===== src/rtl/sata_bringup_pkg.sv =====
// Shared state encoding, default timing constants and helpers for the SATA link bring-up sequencer.
package sata_bringup_pkg;

   typedef enum logic [2:0] {
      ST_IDLE      = 3'd0,
      ST_WAIT_PLL  = 3'd1,
      ST_RESET     = 3'd2,
      ST_START     = 3'd3,
      ST_WAIT_INIT = 3'd4,
      ST_WAIT_LINK = 3'd5,
      ST_UP        = 3'd6,
      ST_FAIL      = 3'd7
   } state_e;

   localparam int unsigned C_RESET_CYCLES_DEF  = 16;
   localparam int unsigned C_INIT_TIMEOUT_DEF  = 750000;
   localparam int unsigned C_LINK_TIMEOUT_DEF  = 75000;
   localparam int unsigned C_MAX_RETRY_DEF     = 3;
   localparam int unsigned C_LOSS_DEBOUNCE_DEF = 8;

   // Largest of three values, used to size the shared timer.
   function automatic int unsigned max3(input int unsigned a, input int unsigned b,
                                        input int unsigned c);
      int unsigned m;
      m = (a > b) ? a : b;
      return (m > c) ? m : c;
   endfunction

endpackage


===== src/rtl/sata_bringup_timer.sv =====
// Loadable down-counter; expired is high during the last cycle of a loaded interval.
module sata_bringup_timer #(
   parameter int unsigned W = 8
) (
   input  logic         clk_75m,
   input  logic         host_rst,
   input  logic         load,
   input  logic [W-1:0] value,
   output logic         expired
);

   logic [W-1:0] cnt;
   logic [W-1:0] cnt_nxt;

   // Next count: reload on request, otherwise count down and park at zero.
   always_comb begin
      cnt_nxt = cnt;
      if (load) begin
         cnt_nxt = value;
      end else if (cnt != '0) begin
         cnt_nxt = cnt - W'(1);
      end
   end

   // Counter and registered expiry flag (count of one means last cycle).
   always_ff @(posedge clk_75m) begin
      if (host_rst) begin
         cnt     <= '0;
         expired <= 1'b0;
      end else begin
         cnt     <= cnt_nxt;
         expired <= (cnt_nxt == W'(1));
      end
   end

endmodule


===== src/rtl/sata_link_bringup.sv =====
// Per-port SATA link bring-up sequencer: PHY reset, OOB start, timeouts, retries and loss detection.
module sata_link_bringup
   import sata_bringup_pkg::*;
#(
   parameter int unsigned C_RESET_CYCLES  = C_RESET_CYCLES_DEF,
   parameter int unsigned C_INIT_TIMEOUT  = C_INIT_TIMEOUT_DEF,
   parameter int unsigned C_LINK_TIMEOUT  = C_LINK_TIMEOUT_DEF,
   parameter int unsigned C_MAX_RETRY     = C_MAX_RETRY_DEF,
   parameter int unsigned C_LOSS_DEBOUNCE = C_LOSS_DEBOUNCE_DEF
) (
   input  logic       clk_75m,
   input  logic       host_rst,
   input  logic       enable,
   input  logic       plllock,
   input  logic       CommInit,
   input  logic       linkup,
   output logic       phyreset,
   output logic       StartComm,
   output logic       link_ready,
   output logic       link_fail,
   output logic       link_lost,
   output logic [3:0] retry_cnt,
   output logic [2:0] state_dbg
);

   localparam int unsigned TMR_W  = $clog2(max3(C_RESET_CYCLES, C_INIT_TIMEOUT, C_LINK_TIMEOUT)) + 1;
   localparam int unsigned LOSS_W = $clog2(C_LOSS_DEBOUNCE) + 1;

   state_e            state;
   state_e            state_nxt;
   logic [3:0]        retry_nxt;
   logic [3:0]        retry_inc;
   logic [LOSS_W-1:0] loss_cnt;
   logic [LOSS_W-1:0] loss_nxt;
   logic              lost_nxt;
   logic              do_retry;
   logic              tmr_load_c;
   logic [TMR_W-1:0]  tmr_value_c;
   logic              tmr_expired;

   sata_bringup_timer #(.W(TMR_W)) u_timer (
      .clk_75m  (clk_75m),
      .host_rst (host_rst),
      .load     (tmr_load_c),
      .value    (tmr_value_c),
      .expired  (tmr_expired)
   );

   // Next state, retry/loss bookkeeping and timer loads, in priority order.
   always_comb begin
      state_nxt   = state;
      retry_nxt   = retry_cnt;
      loss_nxt    = '0;
      lost_nxt    = 1'b0;
      do_retry    = 1'b0;
      tmr_load_c  = 1'b0;
      tmr_value_c = '0;
      retry_inc   = (retry_cnt == 4'hF) ? retry_cnt : retry_cnt + 4'd1;

      if (!enable) begin
         state_nxt = ST_IDLE;
         retry_nxt = '0;
      end else if (!plllock &&
                   (state inside {ST_RESET, ST_START, ST_WAIT_INIT, ST_WAIT_LINK, ST_UP})) begin
         state_nxt = ST_WAIT_PLL;
      end else begin
         case (state)
            ST_IDLE: state_nxt = ST_WAIT_PLL;
            ST_WAIT_PLL: begin
               if (plllock) begin
                  state_nxt   = ST_RESET;
                  tmr_load_c  = 1'b1;
                  tmr_value_c = TMR_W'(C_RESET_CYCLES);
               end
            end
            ST_RESET: begin
               if (tmr_expired) state_nxt = ST_START;
            end
            ST_START: begin
               state_nxt   = ST_WAIT_INIT;
               tmr_load_c  = 1'b1;
               tmr_value_c = TMR_W'(C_INIT_TIMEOUT);
            end
            ST_WAIT_INIT: begin
               if (CommInit) begin
                  state_nxt   = ST_WAIT_LINK;
                  tmr_load_c  = 1'b1;
                  tmr_value_c = TMR_W'(C_LINK_TIMEOUT);
               end else if (tmr_expired) begin
                  do_retry = 1'b1;
               end
            end
            ST_WAIT_LINK: begin
               if (linkup) begin
                  state_nxt = ST_UP;
               end else if (tmr_expired) begin
                  do_retry = 1'b1;
               end
            end
            ST_UP: begin
               if (!linkup) begin
                  if (loss_cnt == LOSS_W'(C_LOSS_DEBOUNCE - 1)) begin
                     lost_nxt    = 1'b1;
                     retry_nxt   = '0;
                     state_nxt   = ST_RESET;
                     tmr_load_c  = 1'b1;
                     tmr_value_c = TMR_W'(C_RESET_CYCLES);
                  end else begin
                     loss_nxt = loss_cnt + LOSS_W'(1);
                  end
               end
            end
            ST_FAIL: state_nxt = ST_FAIL;
            default: state_nxt = ST_IDLE;
         endcase

         // A failed attempt either restarts the PHY reset or gives up.
         if (do_retry) begin
            retry_nxt = retry_inc;
            if (retry_inc == 4'(C_MAX_RETRY)) begin
               state_nxt = ST_FAIL;
            end else begin
               state_nxt   = ST_RESET;
               tmr_load_c  = 1'b1;
               tmr_value_c = TMR_W'(C_RESET_CYCLES);
            end
         end
      end
   end

   // State, counters and outputs, all registered from the next state.
   always_ff @(posedge clk_75m) begin
      if (host_rst) begin
         state      <= ST_IDLE;
         retry_cnt  <= '0;
         loss_cnt   <= '0;
         phyreset   <= 1'b1;
         StartComm  <= 1'b0;
         link_ready <= 1'b0;
         link_fail  <= 1'b0;
         link_lost  <= 1'b0;
      end else begin
         state      <= state_nxt;
         retry_cnt  <= retry_nxt;
         loss_cnt   <= loss_nxt;
         phyreset   <= !(state_nxt inside {ST_START, ST_WAIT_INIT, ST_WAIT_LINK, ST_UP});
         StartComm  <= (state_nxt == ST_START);
         link_ready <= (state_nxt == ST_UP);
         link_fail  <= (state_nxt == ST_FAIL);
         link_lost  <= lost_nxt;
      end
   end

   assign state_dbg = 3'(state);

endmodule


===== config.mk =====
export PLATFORM = sky130hd
export DESIGN_NAME = sata_link_bringup
export DESIGN_NICKNAME = d
export VERILOG_FILES = /design/src/rtl/sata_bringup_pkg.sv /design/src/rtl/sata_bringup_timer.sv /design/src/rtl/sata_link_bringup.sv
export SDC_FILE = /design/constraint.sdc
export NUM_CORES = 1
export LEC_CHECK = 0
export BUFFER_PORTS_ARGS = -buffer_cell sky130_fd_sc_hd__buf_2
export CAP_MARGIN = 40
export CORE_AREA = 2 2 76 78
export CTS_BUF_LIST = sky130_fd_sc_hd__clkbuf_16
export DETAILED_ROUTE_END_ITERATION = 8
export DIE_AREA = 0 0 78 80
export PLACE_DENSITY = 0.6
export SLEW_MARGIN = 20
export SYNTH_ARGS = -nofsm -noshare
export SYNTH_HDL_FRONTEND = slang
export SYNTH_SLANG_ARGS = --single-unit

===== constraint.sdc =====
create_clock -name clk_75m -period 2.5 [get_ports clk_75m]
set_input_delay 0.125 -clock clk_75m [delete_from_list [all_inputs] [get_ports clk_75m]]
set_output_delay 0.125 -clock clk_75m [all_outputs]
set_load 0.02 [all_outputs]

* Word level (Yosys, flattened, before mapping)
Cells that the tools add are included.
Widths: inputs -> output; s select.
** Cells by class
- Bitwise logic cells :: 3
- Multiplexer cells :: 42
- Add/subtract/negate cells :: 3
- Reductions and logical operators :: 13
- Eq/ne operators :: 17
** Operators with widths (number)
- $mux 21 :: 6
- $pmux 20 s4 :: 1
- $mux 3 :: 10
- $eq 3x3->1 const B :: 8
- $pmux 3 s8 :: 1
- $eq 21x1->1 const B :: 1
- $reduce_bool 21->1 :: 1
- $sub 21x1->21 const B :: 1
- $mux 4 :: 5
- $mux 17 :: 1
- $mux 5 :: 3
- $mux 1 :: 13
- $eq 3x2->1 const B :: 3
- $add 4x1->4 const B :: 2
- $reduce_or 6->1 :: 1
- $reduce_bool 5->1 :: 1
- $eq 4x2->1 const B :: 1
- $eq 4x3->1 const B :: 1
- $eq 4x4->1 const B :: 1
- $pmux 1 s4 :: 1
- $reduce_and 4->1 :: 1
- $reduce_bool 2->1 :: 2
- $reduce_bool 4->1 :: 1
- $reduce_or 4->1 :: 1
- other kinds (8) :: 11
** Storage, ports and cells
- Word-level logic and storage cells :: 88
- Output and inout port bits :: 12
- Input bits :: 6
- Bits in registers :: 38

* Logic depth before layout (Yosys ltp)
Gate-level depths: netlist (run 1).
- Depth in word-level cells :: 11
- Depth in mapped cells :: 9
- Depth with buffers taken out :: 8

* Cells and area by module
A second synthesis (run 1) with hierarchy kept.
** Unflattened totals
- Cell total of the unflattened synthesis :: 282
- Area, all modules :: 2424.8 um^2
** By module, submodules not included
- sata_bringup_timer :: instances 1, seq. area each 440.4 um^2, area each 1455.1 um^2, cells an instance 178
- sata_link_bringup :: instances 1, seq. area each 320.3 um^2, area each 969.7 um^2, cells an instance 104

* Worst setup path before layout (run 1)
No wires, ideal clock.
- Kind :: register to register
- Start :: register u_timer.cnt[0]
- End :: register u_timer.expired
- Buffers on the path :: 1
- Stages on the path, launching flop included :: 10
- Data arrival time :: 2.275 ns
- Setup slack :: 0.165 ns
- Setup time :: 0.060 ns
- Period minus slack after synthesis :: 2.335 ns
- Data required time :: 2.440 ns
- Cell sequence :: dfxtp_1 > inv_1 > ha_1 > or4b_1 > clkbuf_1 > nor4_1 > xor2_1 > a2111oi_0 > o2111a_1 > o2111a_1
** On the way
- Longest elaborated chain between the ends :: 4
- Elaborated cells between the ends (all ways) :: 5
- Those cells by class :: add/sub (1); eq/ne (1); mux (2); reduce/logical (1)
** RTL lines
- from (decl) :: RTL line sata_bringup_timer.sv:12 : logic [W-1:0] cnt;
- from (signal assigned) :: RTL line sata_bringup_timer.sv:31 : cnt <= cnt_nxt;
- $sub 21x1->21 / $reduce_bool 21->1 (equally long branches) :: RTL line sata_bringup_timer.sv:21, sata_bringup_timer.sv:20
- $mux 21 * :: RTL line sata_bringup_timer.sv:20 : end else if (cnt != '0) begin
- $mux 21 * :: RTL line sata_bringup_timer.sv:18 : if (load) begin
- $eq 21x1->1 * :: RTL line sata_bringup_timer.sv:32 : expired <= (cnt_nxt == W'(1));
- to (signal assigned) :: RTL line sata_bringup_timer.sv:32
- to (decl) :: RTL line sata_bringup_timer.sv:9 : output logic expired
Mark *: on every way between the ends. The rest lies on a longest branch, timed or not.
A chain may end at the register's enable or synchronous reset.

* Final worst setup path (run 1)
- Start :: register u_timer.cnt[1]
- End :: register u_timer.expired
The elaborated chain is that of the path after synthesis.

==> flow_results.org, run 1 <==
** Worst setup path
- The critical path is of the flip-flop to flip-flop type.
- In this run the critical register-to-register path is launched from u_timer.cnt[1].
- Data on the critical path arrives at its endpoint at 2.58 ns.
- FF-to-FF End :: u_timer.expired
- FF-to-FF setup slack :: 0.14 ns
- Endpoint class of the critical path :: flip-flop
- Maximum fanout along the worst path :: 4
- Crit path launch type :: flip-flop
- Counting cells, the worst reg-to-reg path comes to 9.
- For the worst setup path, the data required time is 2.73 ns.

** Routing
- In this run, the number of DRC markers left after iteration 0 of detailed routing was around 110.
- Routed via count divided by cell count :: 5.57
- For this run, design rule violations remaining after detail routing come to 0.
- Post-Route WL :: around 5.3 mm
- Antenna Violating Nets Remaining :: 0
- In the final routed layout, each cell accounts on average for 14.5 um.
- Detailed-route via count :: 2016
- The first TritonRoute pass finished after 4 iterations.

** Yosys
- Multiplexer share of the synthesized area :: under 10%
- Synthesized-area fraction occupied by and/or/nand/nor cells :: 32.1%
- Async set-reset flop share out of synthesis :: 0%
- Most used flip-flop cell after synthesis :: sky130_fd_sc_hd__dfxtp_1
- By area the synthesized netlist is led by sky130_fd_sc_hd__dfxtp_1, sky130_fd_sc_hd__nor2_1, sky130_fd_sc_hd__a21oi_1.
- Compound-gate portion of the synthesized area :: between 10% and 20%
- Main combinational cell family by area after synthesis :: simple AND/OR/NAND/NOR gates
- Commonest cells in the netlist :: sky130_fd_sc_hd__dfxtp_1, sky130_fd_sc_hd__nor2_1, sky130_fd_sc_hd__a21oi_1, sky130_fd_sc_hd__nand2_1, sky130_fd_sc_hd__nor3_1
- Post-synthesis net count :: 268
- Avg Cell Area, Syn :: 8.28 um^2
- Number of synthesized register bits :: 38
- Yosys mapped a number of flops with a built-in enable equal to 0.
- Distinct cell type count of the synthesized netlist :: 60
- Yosys printed 0 warnings.
- Sequential elements use a little over a third of the synthesized area.
- Summed over all instances, the cell type with the most area after synthesis is sky130_fd_sc_hd__dfxtp_1.
- Share of the synthesized area in the top cell type :: 35.5%
- Synthesis produced a netlist whose cell count is 259.
- The cell area that synthesis handed to floorplanning was about 2100 um^2.
- By instance count, the leading cell after synthesis is sky130_fd_sc_hd__dfxtp_1.
- Summing the areas of all xor and xnor instances in the mapped netlist gives 5.72% of the synthesized area.
- Post-synthesis adder-cell area fraction :: 2.22%

** Global route
- For this run the aggregate overflow at the end of global routing stands at 0.
- The number of antenna violations at the first check in global routing came to 0.
- Global routing consumed, on the met2 layer, 30.9% of the routing resources.
- For met1 alone, demand over resource in global routing was 21.3%.
- Global routing consumed, over all layers together, between 10% and 20% of the routing resources.
- The number of global-route vias before repair is 1868.
- Maximum number of pins on one net before global-route repair :: 14
- After global routing, the most crowded layer is met2.
- The first global-routing pass estimated 8.67 mm of wire.
- Global routing used under 10% of the available met3 tracks.

** STA
- The number of pins with negative max-slew slack in the final report came to 0.
- Max-Slew Margin vs Limit :: roughly two thirds
- Post-route setup TNS :: 0 ns
- In the post-route analysis, the smallest setup slack over all paths is 0.141 ns.
- Final Skew :: 0.00565 ns
- Crit path time final :: 2.36 ns
- Dividing the final minimum period by the clock period gives 94.4%.
- Worst-Margin Slew :: roughly 0.47 ns
- Max Freq :: about 420 MHz
- WHS :: 0.137 ns
- The final hold violation count is 0.
- Total setup violations reported at the end of the flow :: 0

** Die
- I/O pin count :: 18
- After floorplanning, the core was sized to cover 5410 um^2.
- Die Area :: approximately 6200 um^2
- Initial core utilization :: 39.7%
- Width of the die :: 78 um
- In this run the vertical extent of the chip is 80 um.
- The floorplan has 27 rows.

** Layout
- Net count reported at finish :: 298
- Count of placed standard cells in the final layout, fillers left out :: 362
- 0 antenna diodes ended up in the layout.
- Syn-to-layout area delta :: 24.0%
- With fillers left out, the area of the finished cells amounts to 2660 um^2.
- Cells with a size suffix above 1 make up 23.4% of the layout.
- Core utilization of the finished layout :: between 40% and 50%
- Counting the fill cells in the layout gives between 500 and 600.

** Placed design
- Placed instance count :: 352
- Summed over all nets, the half-perimeter wirelength after detailed placement is 3.77 mm.
- During placement, the flow inserted port buffers numbering 17.
- Once placement finished, the instance area stood at 2380 um^2.
- Worst slack at placement :: ~0.06 ns
- Routability-driven placement finished with a final weighted congestion of a little under 0.9.

** Power and ir drop
- For this design the static power due to leakage is 1.04 nW.
- Across the VDD grid, the largest voltage drop is approximately 0.44 mV.
- In this run the power density over the cells is 1250 nW/um^2.
- Overall power consumption after layout is estimated at 3.33 mW.

** CTS
- Maximum level of the CTS H-tree :: 2
- Counting along the longest clock path gives a buffer depth of 2.
- Total clock buffers created by CTS :: 5
- For this design, the sink count on the clock tree is 38.
- Clock-pin slew reported for the worst setup and hold paths after clock tree synthesis :: 0.06 ns
- Clock latency on the worst-skew pair :: 0.29 ns
- TritonCTS clock tree :: built
- Clock tree root driver cell :: sky130_fd_sc_hd__clkbuf_16

** Worst hold path
- Worst-case hold path end point :: u_timer.cnt[3]
- The tightest min-delay check is of the input pin to flip-flop type.
- In this run the most critical hold path is launched from host_rst.
- Along the worst hold path, the cell count comes to 2.

** Status
- The flow ran to the end, and the final reports show no timing, DRC or antenna violations.

** Run
- Number of maximum-capacitance violations :: 0
==> logic make-up after synthesis <==
| kind of cell | after synthesis |
|---|---|
| simple gates | 122 |
| buf+inv | 19 |
| flops | 38 |
| xor+xnor | 14 |
| fa+ha+maj | 4 |
| mux | 3 |
| compound gates | 59 |
==> worst max-delay path: stages (launching register included) <==
cell                        delay, ns
sky130_fd_sc_hd__dfxtp_2         0.33
sky130_fd_sc_hd__inv_2           0.08
sky130_fd_sc_hd__ha_4            0.15
sky130_fd_sc_hd__or4b_4          0.52
sky130_fd_sc_hd__buf_6           0.16
sky130_fd_sc_hd__o31ai_4         0.15
sky130_fd_sc_hd__o21ai_1         0.11
sky130_fd_sc_hd__nand4bb_1       0.22
sky130_fd_sc_hd__a2111oi_2       0.37
sky130_fd_sc_hd__o2111a_1        0.23
==> repair_timing <==
action | 4_1_cts | 5_1_grt
endpoints found under the setup margin | 0 | 3
setup buffers | 0 | 2
hold buffers | 0 | 0
gates resized for setup | 0 | 18
==> layer usage <==
layer  share of wire [%]  wire (um)
met5                   0          0
met4                 1.7         90
met3                 4.8        250
met2                  47       2490
met1                  46       2430
==> cell type report <==
class	count	area (um^2)	share of cell area (%)
sequential	38	764	28.8
multi-input combinational	202	1360	51.1
clock inverter	3	68.8	2.59
clock buffer	5	125	4.71
tap	72	90.1	3.39
inverter	7	26.3	0.989
timing repair buffer	35	224	8.43
==> where the power goes <==
part / internal [mW] / switching [mW]
Clock: 0.573 / 0.262
Sequential: 0.721 / 0.151
Combinational: 0.746 / 0.874
Total: 2.04 / 1.29
==> sequential cells by signal, summed over array words and instances (netlist names) <==
name             count
link_ready           1
u_timer.cnt         21
loss_cnt             4
state_dbg            3
link_fail            1
u_timer.expired      1
phyreset             1
StartComm            1
retry_cnt            4
link_lost            1
==> cells in the final DEF (no fill, tap or decap), types with 4 or more instances in the layout <==
cell                        instances
sky130_fd_sc_hd__buf_4             17
sky130_fd_sc_hd__buf_2             17
sky130_fd_sc_hd__o21ai_0            7
sky130_fd_sc_hd__nand3_1            8
sky130_fd_sc_hd__clkbuf_16          5
sky130_fd_sc_hd__nand4_1            6
sky130_fd_sc_hd__inv_1              5
sky130_fd_sc_hd__and2_1             6
sky130_fd_sc_hd__a21oi_1           20
sky130_fd_sc_hd__or3_1              5
sky130_fd_sc_hd__nor3_1            12
sky130_fd_sc_hd__nand2_1           13
sky130_fd_sc_hd__or2_2              4
sky130_fd_sc_hd__xor2_1             9
sky130_fd_sc_hd__and4_1             4
sky130_fd_sc_hd__dfxtp_1           35
sky130_fd_sc_hd__xnor2_1            5
sky130_fd_sc_hd__nand2b_1           4
sky130_fd_sc_hd__nand3b_1           4
sky130_fd_sc_hd__nor2_1            32
==> worst max-delay path by stage <==
stage / slack, ns / to / cells past startpoint / startpoint
after CTS: 0.02 / u_timer.expired / 8 / u_timer.cnt[0]
after global placement: 0.05 / u_timer.expired / 8 / u_timer.cnt[0]
final: 0.14 / u_timer.expired / 9 / u_timer.cnt[1]
after detailed placement: 0.06 / u_timer.expired / 8 / u_timer.cnt[0]
after floorplan: 0.17 / u_timer.expired / 9 / u_timer.cnt[0]
after global routing: -0.03 / u_timer.expired / 9 / u_timer.cnt[1]
Power figures use the tool's default switching activity.
==> inputs of run 2 (changes only) <==
--- a/config.mk
+++ b/config.mk
@@ -5,7 +5,7 @@
 export SDC_FILE = /design/constraint.sdc
 export NUM_CORES = 1
 export LEC_CHECK = 0
-export BUFFER_PORTS_ARGS = -buffer_cell sky130_fd_sc_hd__buf_2
+export BUFFER_PORTS_ARGS = -buffer_cell sky130_fd_sc_hd__buf_4
 export CAP_MARGIN = 40
 export CORE_AREA = 2 2 76 78
 export CTS_BUF_LIST = sky130_fd_sc_hd__clkbuf_16
==> run 2 against run 1 <==
  * Core utilization decreased by 0.39 points
  * Design area is 0.80% lower
  * Maximum frequency is 0.40% lower
  * Combinational power down 4%
  * Setup slack got worse by 0.0094 ns
  * Critical endpoint unchanged
  * Highest routed layer unchanged
==> flow_results.org, run 2 (same netlist as run 1, synthesis figures left out) <==
** Power and ir drop
- The ratio of total power to cell area came to 1190 nW/um^2 (-5.0%).
- The total internal power was 1.88 mW (-7.8%).
- Switching power summed over all nets :: 1.25 mW (-2.4%)
- The combinational power share came to 49.3% (+0.6 points).
- Seq pwr share :: 27.4% (+1.2 points)
- The proportion of power drawn by the clock network was 23.3% (-1.8 points).
- Static leakage power :: 1.02 nW (-2.1%)
- The net switching share of the total power came to 40.0% (+1.4 points).
- The worst voltage drop across the vdd grid was 0.407 mV (-7.4%).

** Routing
- Routed WL per cell :: 14.7 um (+0.96%)
- Detailed-route via count :: 2009 (-0.35%)
- The final wirelength was 5.29 mm (+0.69%).
- The iteration count of the initial detailed-routing pass was 4 (unchanged).
- The number of remaining DRC errors was 0 (unchanged).
- Number of DRC markers after the initial detailed-route iteration :: 136 (+25%)
- Antenna Violating Nets Remaining :: 0 (unchanged)
- The via count normalized by instance count was 5.57 (about the same).

** Worst hold path
- Worst hold path depth :: 2 (unchanged)
- Hold WC Path Type :: input pin to flip-flop

** Global route
- Number of global-route vias before repair :: 1881 (+0.70%)
- Wire length of the first global-routing pass :: 8.71 mm (+0.47%)
- The aggregate global routing overflow is 0 (unchanged).
- The total routing usage reported by global routing was 17.9% (+0.081 points).
- The maximum number of pins on one net before global-route repair came to 14 (unchanged).
- Initial antenna violation count :: 0 (unchanged)

** Worst setup path
- Endpoint arrival time on the critical path :: 2.60 ns (+0.02 ns)
- Crit path launch type :: flip-flop
- CP Depth :: 8 (-1)
- Maximum fanout along the worst path :: 6 (+2)
- R2R depth :: 8 (-1)
- Delay of the slowest critical-path stage :: 0.54 ns (+0.02 ns)
- In this design, the largest share of critical-path delay is due to compound AO/OA/AOI/OAI gates.
- FF-to-FF setup slack :: 0.13 ns (about the same)
- The critical path is of the flip-flop to flip-flop type.
- Series of cell instances along the critical path :: inv_1 > ha_1 > or4b_4 > buf_4 > o211ai_1 > nand3_1 > a2111oi_4 > o2111a_1
- STA classifies the critical path endpoint as a flip-flop.
- Critical path required time :: 2.73 ns (about the same)
- Number of buffers and inverters on the critical path :: 2 (unchanged)
- Slowest stage cell, crit path :: sky130_fd_sc_hd__or4b_4

** STA
- The pin slew with the least headroom to its limit came to 0.430 ns (-0.0437 ns).
- Max-Slew Margin vs Limit :: 71.1% (+2.7 points)
- The clock tree skew after final layout was 0.00711 ns (+0.00145 ns).
- Total setup violations reported at the end of the flow :: 0 (unchanged)
- Final critical-path share of the clock period :: 94.7% (+0.38 points)
- The worst hold slack after final layout is 0.0763 ns (-0.0610 ns).
- Fin. Hold Viols :: 0 (unchanged)
- The number of pins with negative max-slew slack in the final report was 0 (unchanged).
- The final critical path time including I/O delays and setup came to 2.37 ns (+0.00940 ns).
- The timing-limited maximum frequency is 422 MHz (-0.40%).

** CTS
- Clock tree root driver cell :: sky130_fd_sc_hd__clkbuf_16
- The deepest level of the CTS H-tree came to 2 (unchanged).
- TritonCTS built the clock tree.
- Total clock buffers created by CTS :: 5 (unchanged)
- Clock-pin slew reported for the worst setup and hold paths after clock tree synthesis :: 0.06 ns (about the same)
- The number of hold buffers added after cts was 0 (unchanged).
- The clock sink count came to 38 (unchanged).
- The number of buffers between clock root and the deepest sink is 2 (unchanged).
- Clock latency on the worst-skew pair :: 0.29 ns (about the same)

** Run
- Number of maximum-capacitance violations :: 0 (unchanged)

** Layout
- Storage element area :: 761 um^2 (-0.49%)
- The largest registers in the layout are u_timer.cnt x21, loss_cnt x4, retry_cnt x4.
- Syn-to-layout area delta :: 23.0%
- Net count reported at finish :: 297 (-0.34%)
- Core utilization of the finished layout :: 48.8% (-0.39 points)
- The area occupied by multi-input gates is 1330 um^2 (-1.8%).
- The number of flip-flops in the largest register is 21 (unchanged).
- The fraction of final layout cells with drive strength greater than 1 was 20.4% (-3.0 points).
- In the layout the commonest cells are sky130_fd_sc_hd__dfxtp_1, sky130_fd_sc_hd__buf_4, sky130_fd_sc_hd__nor2_1.
- More flip-flops sit in one register than any other, and that register is u_timer.cnt.
- The number of fill cells in the layout is 536 (+2.5%).
- The library cell used most frequently in the layout, excluding fill and tap cells, is sky130_fd_sc_hd__dfxtp_1.
- Diode insertion count for antenna repair :: 0 (unchanged)

** Die
- The starting density of the core was 39.7% (unchanged).
- Die Area :: 6240 um^2 (unchanged)
- The area inside the core boundary is 5410 um^2 (unchanged).
- The die outline width is 78 um (unchanged).
- The number of core rows was 27 (unchanged).
- Chip Height :: 80 um (unchanged)
- The number of ports placed on the die boundary came to 18 (unchanged).

** Placed design
- The placed wire-length estimate after detailed placement came to 3.98 mm (+5.4%).
- GP Congestion :: 0.872 (+0.89%)
- Port Buffers :: 17 (unchanged)

** Status
- The run finished with clean final reports.
[run 2: cell types whose count changed in the layout (fill, tap and decap cells not counted), sizes merged]
cell,change
clkinvlp,+2
bufinv,-1
clkinv,-1
buf,-1
[run 2: power by group through the flow]
| stage | Sequential, mW | Combinational [mW] | Clock [mW] |
|---|---|---|---|
| after floorplan | 0.823 | 1.09 | 0 |
| after global placement | 0.864 | 1.42 | 0 |
| after detailed placement | 0.863 | 1.42 | 0 |
| after CTS | 0.852 | 1.44 | 0.746 |
| after global routing | 0.877 | 1.71 | 0.768 |
| final | 0.861 | 1.55 | 0.729 |
[run 2: area by class of cell]
class,count,share of cell area (%)
well taps,72,3.42
clock inverters,3,1.71
flip-flops and latches,38,28.9
inverters,7,0.997
repair buffers,34,9.68
multi-input cells,202,50.6
clock buffers,5,4.75
[run 2: repair_timing]
item | CTS | global route
resized for setup | 1 | 6
buffers inserted | 0 | 1
setup endpoints to repair | 1 | 1
[run 2: per-layer routing]
layer / global-route usage [%] / vias up / part of all wire [%]
li1: - / 1014 / -
met1: 22.5 / 946 / 46
met2: 30.3 / 41 / 48
met3: 4.41 / 8 / 4.3
met4: 5.26 / 0 / 1.3
met5: 0 / - / 0
[run 2: path summary, 6_finish.rpt]
kind | startpoint | endpoint
worst min-delay path | host_rst | u_timer.cnt[19]
worst max-delay path | u_timer.cnt[0] | u_timer.expired
worst max register to register | u_timer.cnt[0] | u_timer.expired
worst min register to register | loss_cnt[0] | loss_cnt[0]
[run 2: worst reg2reg max path: stages (launching register included)]
cell,delay [ns]
sky130_fd_sc_hd__dfxtp_1,0.33
sky130_fd_sc_hd__inv_1,0.09
sky130_fd_sc_hd__ha_1,0.20
sky130_fd_sc_hd__or4b_4,0.54
sky130_fd_sc_hd__buf_4,0.18
sky130_fd_sc_hd__o211ai_1,0.21
sky130_fd_sc_hd__nand3_1,0.15
sky130_fd_sc_hd__a2111oi_4,0.40
sky130_fd_sc_hd__o2111a_1,0.22
[run 2: per-stage QoR]
stage,setup TNS [ns],setup WS (ns),instances,power [mW],area [um^2]
floorplan,0,0.165,259,1.92,2140
finish,0,0.132,361,3.14,2640
CTS,0,0.0675,360,3.04,2590
detailed placement,-0.0158,-0.0158,352,2.28,2420
global route,-0.00513,-0.00513,361,3.36,2640
global placement,0,0.0636,352,2.29,2420
==> inputs of run 3 (changes only) <==
--- a/config.mk
+++ b/config.mk
@@ -7,11 +7,11 @@
 export LEC_CHECK = 0
 export BUFFER_PORTS_ARGS = -buffer_cell sky130_fd_sc_hd__buf_4
 export CAP_MARGIN = 40
-export CORE_AREA = 2 2 76 78
+export CORE_AREA = 2 2 88 90
 export CTS_BUF_LIST = sky130_fd_sc_hd__clkbuf_16
 export DETAILED_ROUTE_END_ITERATION = 8
-export DIE_AREA = 0 0 78 80
-export PLACE_DENSITY = 0.6
+export DIE_AREA = 0 0 90 92
+export PLACE_DENSITY_LB_ADDON = 0.15
 export SLEW_MARGIN = 20
 export SYNTH_ARGS = -nofsm -noshare
 export SYNTH_HDL_FRONTEND = slang
==> run 3 against run 2 <==
  * Final cell count increased by 9.4%
  * Via count increased by 1.2%
  * Design area increased by 2.8%
  * Critical endpoint unchanged
  * Largest cell class unchanged
  * Largest power group unchanged
==> flow_results.org, run 3 (same netlist as run 1, synthesis figures left out) <==
** Status
- Run status :: completed

** Worst setup path
- Crit Path Category :: flip-flop to flip-flop
- Maximum fanout along the worst path :: 7 (+1)
- Endpoint class of the critical path :: flip-flop
- Crit path launch type :: flip-flop
- The arrival time at the worst endpoint came to 2.59 ns (about the same).
- Critical path required time :: 2.73 ns (about the same)

** Layout
- Register with the most flip-flops :: u_timer.cnt
- Multi-input gate area in the final layout :: 1320 um^2 (-1.2%)
- Largest registers :: u_timer.cnt x21, loss_cnt x4, retry_cnt x4
- Count of fill cells added during filler insertion :: 800 (+49%)
- Diode insertion count for antenna repair :: 0 (unchanged)
- The number of cells in the finished layout apart from fillers was 395 (+9.4%).
- The fraction of final layout cells with drive strength greater than 1 was 21.2% (+0.75 points).
- The top cell types in the final layout, fill and taps aside, are sky130_fd_sc_hd__dfxtp_1, sky130_fd_sc_hd__buf_4, sky130_fd_sc_hd__nor2_1.
- Net count reported at finish :: 301 (+1.3%)
- Syn-to-layout area delta :: 26.5%
- The number of flip-flops in the largest register is 21 (unchanged).
- The area occupied by registers came to 761 um^2 (unchanged).

** CTS
- The deepest level of the CTS H-tree is 2 (unchanged).
- Clock latency on the worst-skew pair :: 0.28 ns (about the same)
- CTS sink cnt :: 38 (unchanged)
- TritonCTS built the clock tree.
- The clock transition at the registers of the reported paths was 0.06 ns (about the same).
- Total clock buffers created by CTS :: 5 (unchanged)
- Clock buffer depth :: 2 (unchanged)
- Clock tree root driver cell :: sky130_fd_sc_hd__clkbuf_16
- Buffers inserted during post-CTS setup optimization :: 0 (unchanged)

** Worst hold path
- Hold WC Path Type :: input pin to flip-flop

** Placed design
- The placed wire-length estimate after detailed placement came to 4.23 mm (+6.3%).
- The number of placed cells counting well taps was 387 (+9.9%).
- The number of input and output port buffers inserted came to 17 (unchanged).
- GP Congestion :: 0.840 (-3.8%)

** Die
- Die Area :: 8280 um^2 (+33%)
- The starting density of the core was 28.8% (-11 points).
- Placeable Area :: 7450 um^2 (+38%)
- The number of core rows was 32 (+19%).
- I/O pin count :: 18 (unchanged)
- The die outline width was 90 um (+15%).
- Chip Height :: 92 um (+15%)

** Routing
- The iteration count of the initial detailed-routing pass came to 4 (unchanged).
- Routed WL per cell :: 13.9 um (-5.1%)
- Routed via count divided by cell count :: 5.15 (-7.5%)
- The number of remaining DRC errors was 0 (unchanged).
- The number of vias after detailed routing is 2034 (+1.2%).
- The final wirelength was 5.50 mm (+3.9%).
- The count of nets left with antenna violations after detail routing came to 0 (unchanged).
- The DRC violation total after the first TritonRoute iteration came to 116 (-15%).

** STA
- The clock tree skew after final layout came to 0.00795 ns (+0.000841 ns).
- The final count of negative-setup-slack endpoints was 0 (unchanged).
- The worst hold slack after final layout came to 0.0827 ns (+0.00638 ns).
- The timing-limited maximum frequency was 425 MHz (+0.53%).
- Worst-Margin Slew :: 0.415 ns (-0.0150 ns)
- The final critical path time including I/O delays and setup came to 2.36 ns (-0.0126 ns).
- The normalized max-slew margin came to 72.1% (+1.0 points).
- Final number of max-transition violations :: 0 (unchanged)
- The final hold violation count came to 0 (unchanged).
- Setup repair after global routing left no endpoint under its margin.
- Final critical-path share of the clock period :: 94.2% (-0.50 points)

** Power and ir drop
- Static leakage power :: 1.06 nW (+4.0%)
- Power density cells :: 1200 nW/um^2 (+0.87%)
- The worst voltage drop across the vdd grid was 0.368 mV (-9.4%).

** Global route
- The aggregate global routing overflow came to 0 (unchanged).
- Number of global-route vias before repair :: 1940 (+3.1%)
- Initial antenna violation count :: 0 (unchanged)
- Maximum number of pins on one net before global-route repair :: 14 (unchanged)
- The first-pass GRT wire length came to 9.43 mm (+8.2%).
- The total routing usage reported by global routing came to 14.2% (-3.6 points).

** Run
- The total of max-cap violations is 0 (unchanged).
==> run 3: per-stage QoR <==
stage               total power, mW  utilization, %  worst slack, ns  instance area [um^2]  setup TNS, ns
finish                         3.25            36.4            0.144                  2710              0
global route                   3.49            36.4           0.0121                  2710              0
CTS                            3.23            36.1           0.0534                  2690              0
detailed placement             2.37            33.5          -0.0248                  2490        -0.0248
global placement               2.39            33.5           0.0734                  2490              0
floorplan                      1.92               -            0.165                  2140              0
==> run 3: what timing repair did <==
item	CTS	global route
setup endpoints to repair	1	1
endpoints found under the hold margin	0	0
hold buffers	0	0
resized for setup	1	4
==> run 3: layer usage <==
| layer | track usage [%] | wire, um | share of wire, % | up-vias |
|---|---|---|---|---|
| met5 | 0 | 0 | 0 | - |
| met1 | 17.8 | 2630 | 48 | 966 |
| met4 | 6.15 | 113 | 2.1 | 0 |
| li1 | - | - | - | 1023 |
| met3 | 3.20 | 168 | 3.1 | 11 |
| met2 | 23.5 | 2590 | 47 | 34 |
==> run 3: where the power goes <==
group | total, mW | switching [mW] | leakage [nW] | internal, mW
Clock | 0.834 | 0.261 | 0.0940 | 0.573
Combinational | 1.58 | 0.869 | 0.657 | 0.711
Sequential | 0.838 | 0.120 | 0.309 | 0.718
==> run 3: final cells by class <==
cell class | instances | share of cell area [%]
repair buffers | 38 | 10.5
multi-input cells | 202 | 48.6
clock buffers | 5 | 4.61
inverters | 7 | 0.969
clock inverters | 3 | 2.54
well taps | 102 | 4.71
flip-flops and latches | 38 | 28.1
==> run 3: worst paths after layout <==
check | startpoint | to | slack, ns | cells past startpoint
hold reg to reg | loss_cnt[0] | loss_cnt[0] | 0.44 | 1
setup / recovery | u_timer.cnt[0] | u_timer.expired | 0.14 | 8
hold / removal | host_rst | u_timer.cnt[19] | 0.08 | 2
setup reg to reg | u_timer.cnt[0] | u_timer.expired | 0.14 | 8
==> run 3: worst max-delay path, cell delays in order, from the launching register on <==
cell	delay [ns]
sky130_fd_sc_hd__dfxtp_1	0.31
sky130_fd_sc_hd__inv_1	0.08
sky130_fd_sc_hd__ha_1	0.21
sky130_fd_sc_hd__or4b_4	0.55
sky130_fd_sc_hd__nor4_2	0.20
sky130_fd_sc_hd__mux2i_1	0.27
sky130_fd_sc_hd__nand4bb_1	0.19
sky130_fd_sc_hd__a2111oi_2	0.26
sky130_fd_sc_hd__o2111a_1	0.24
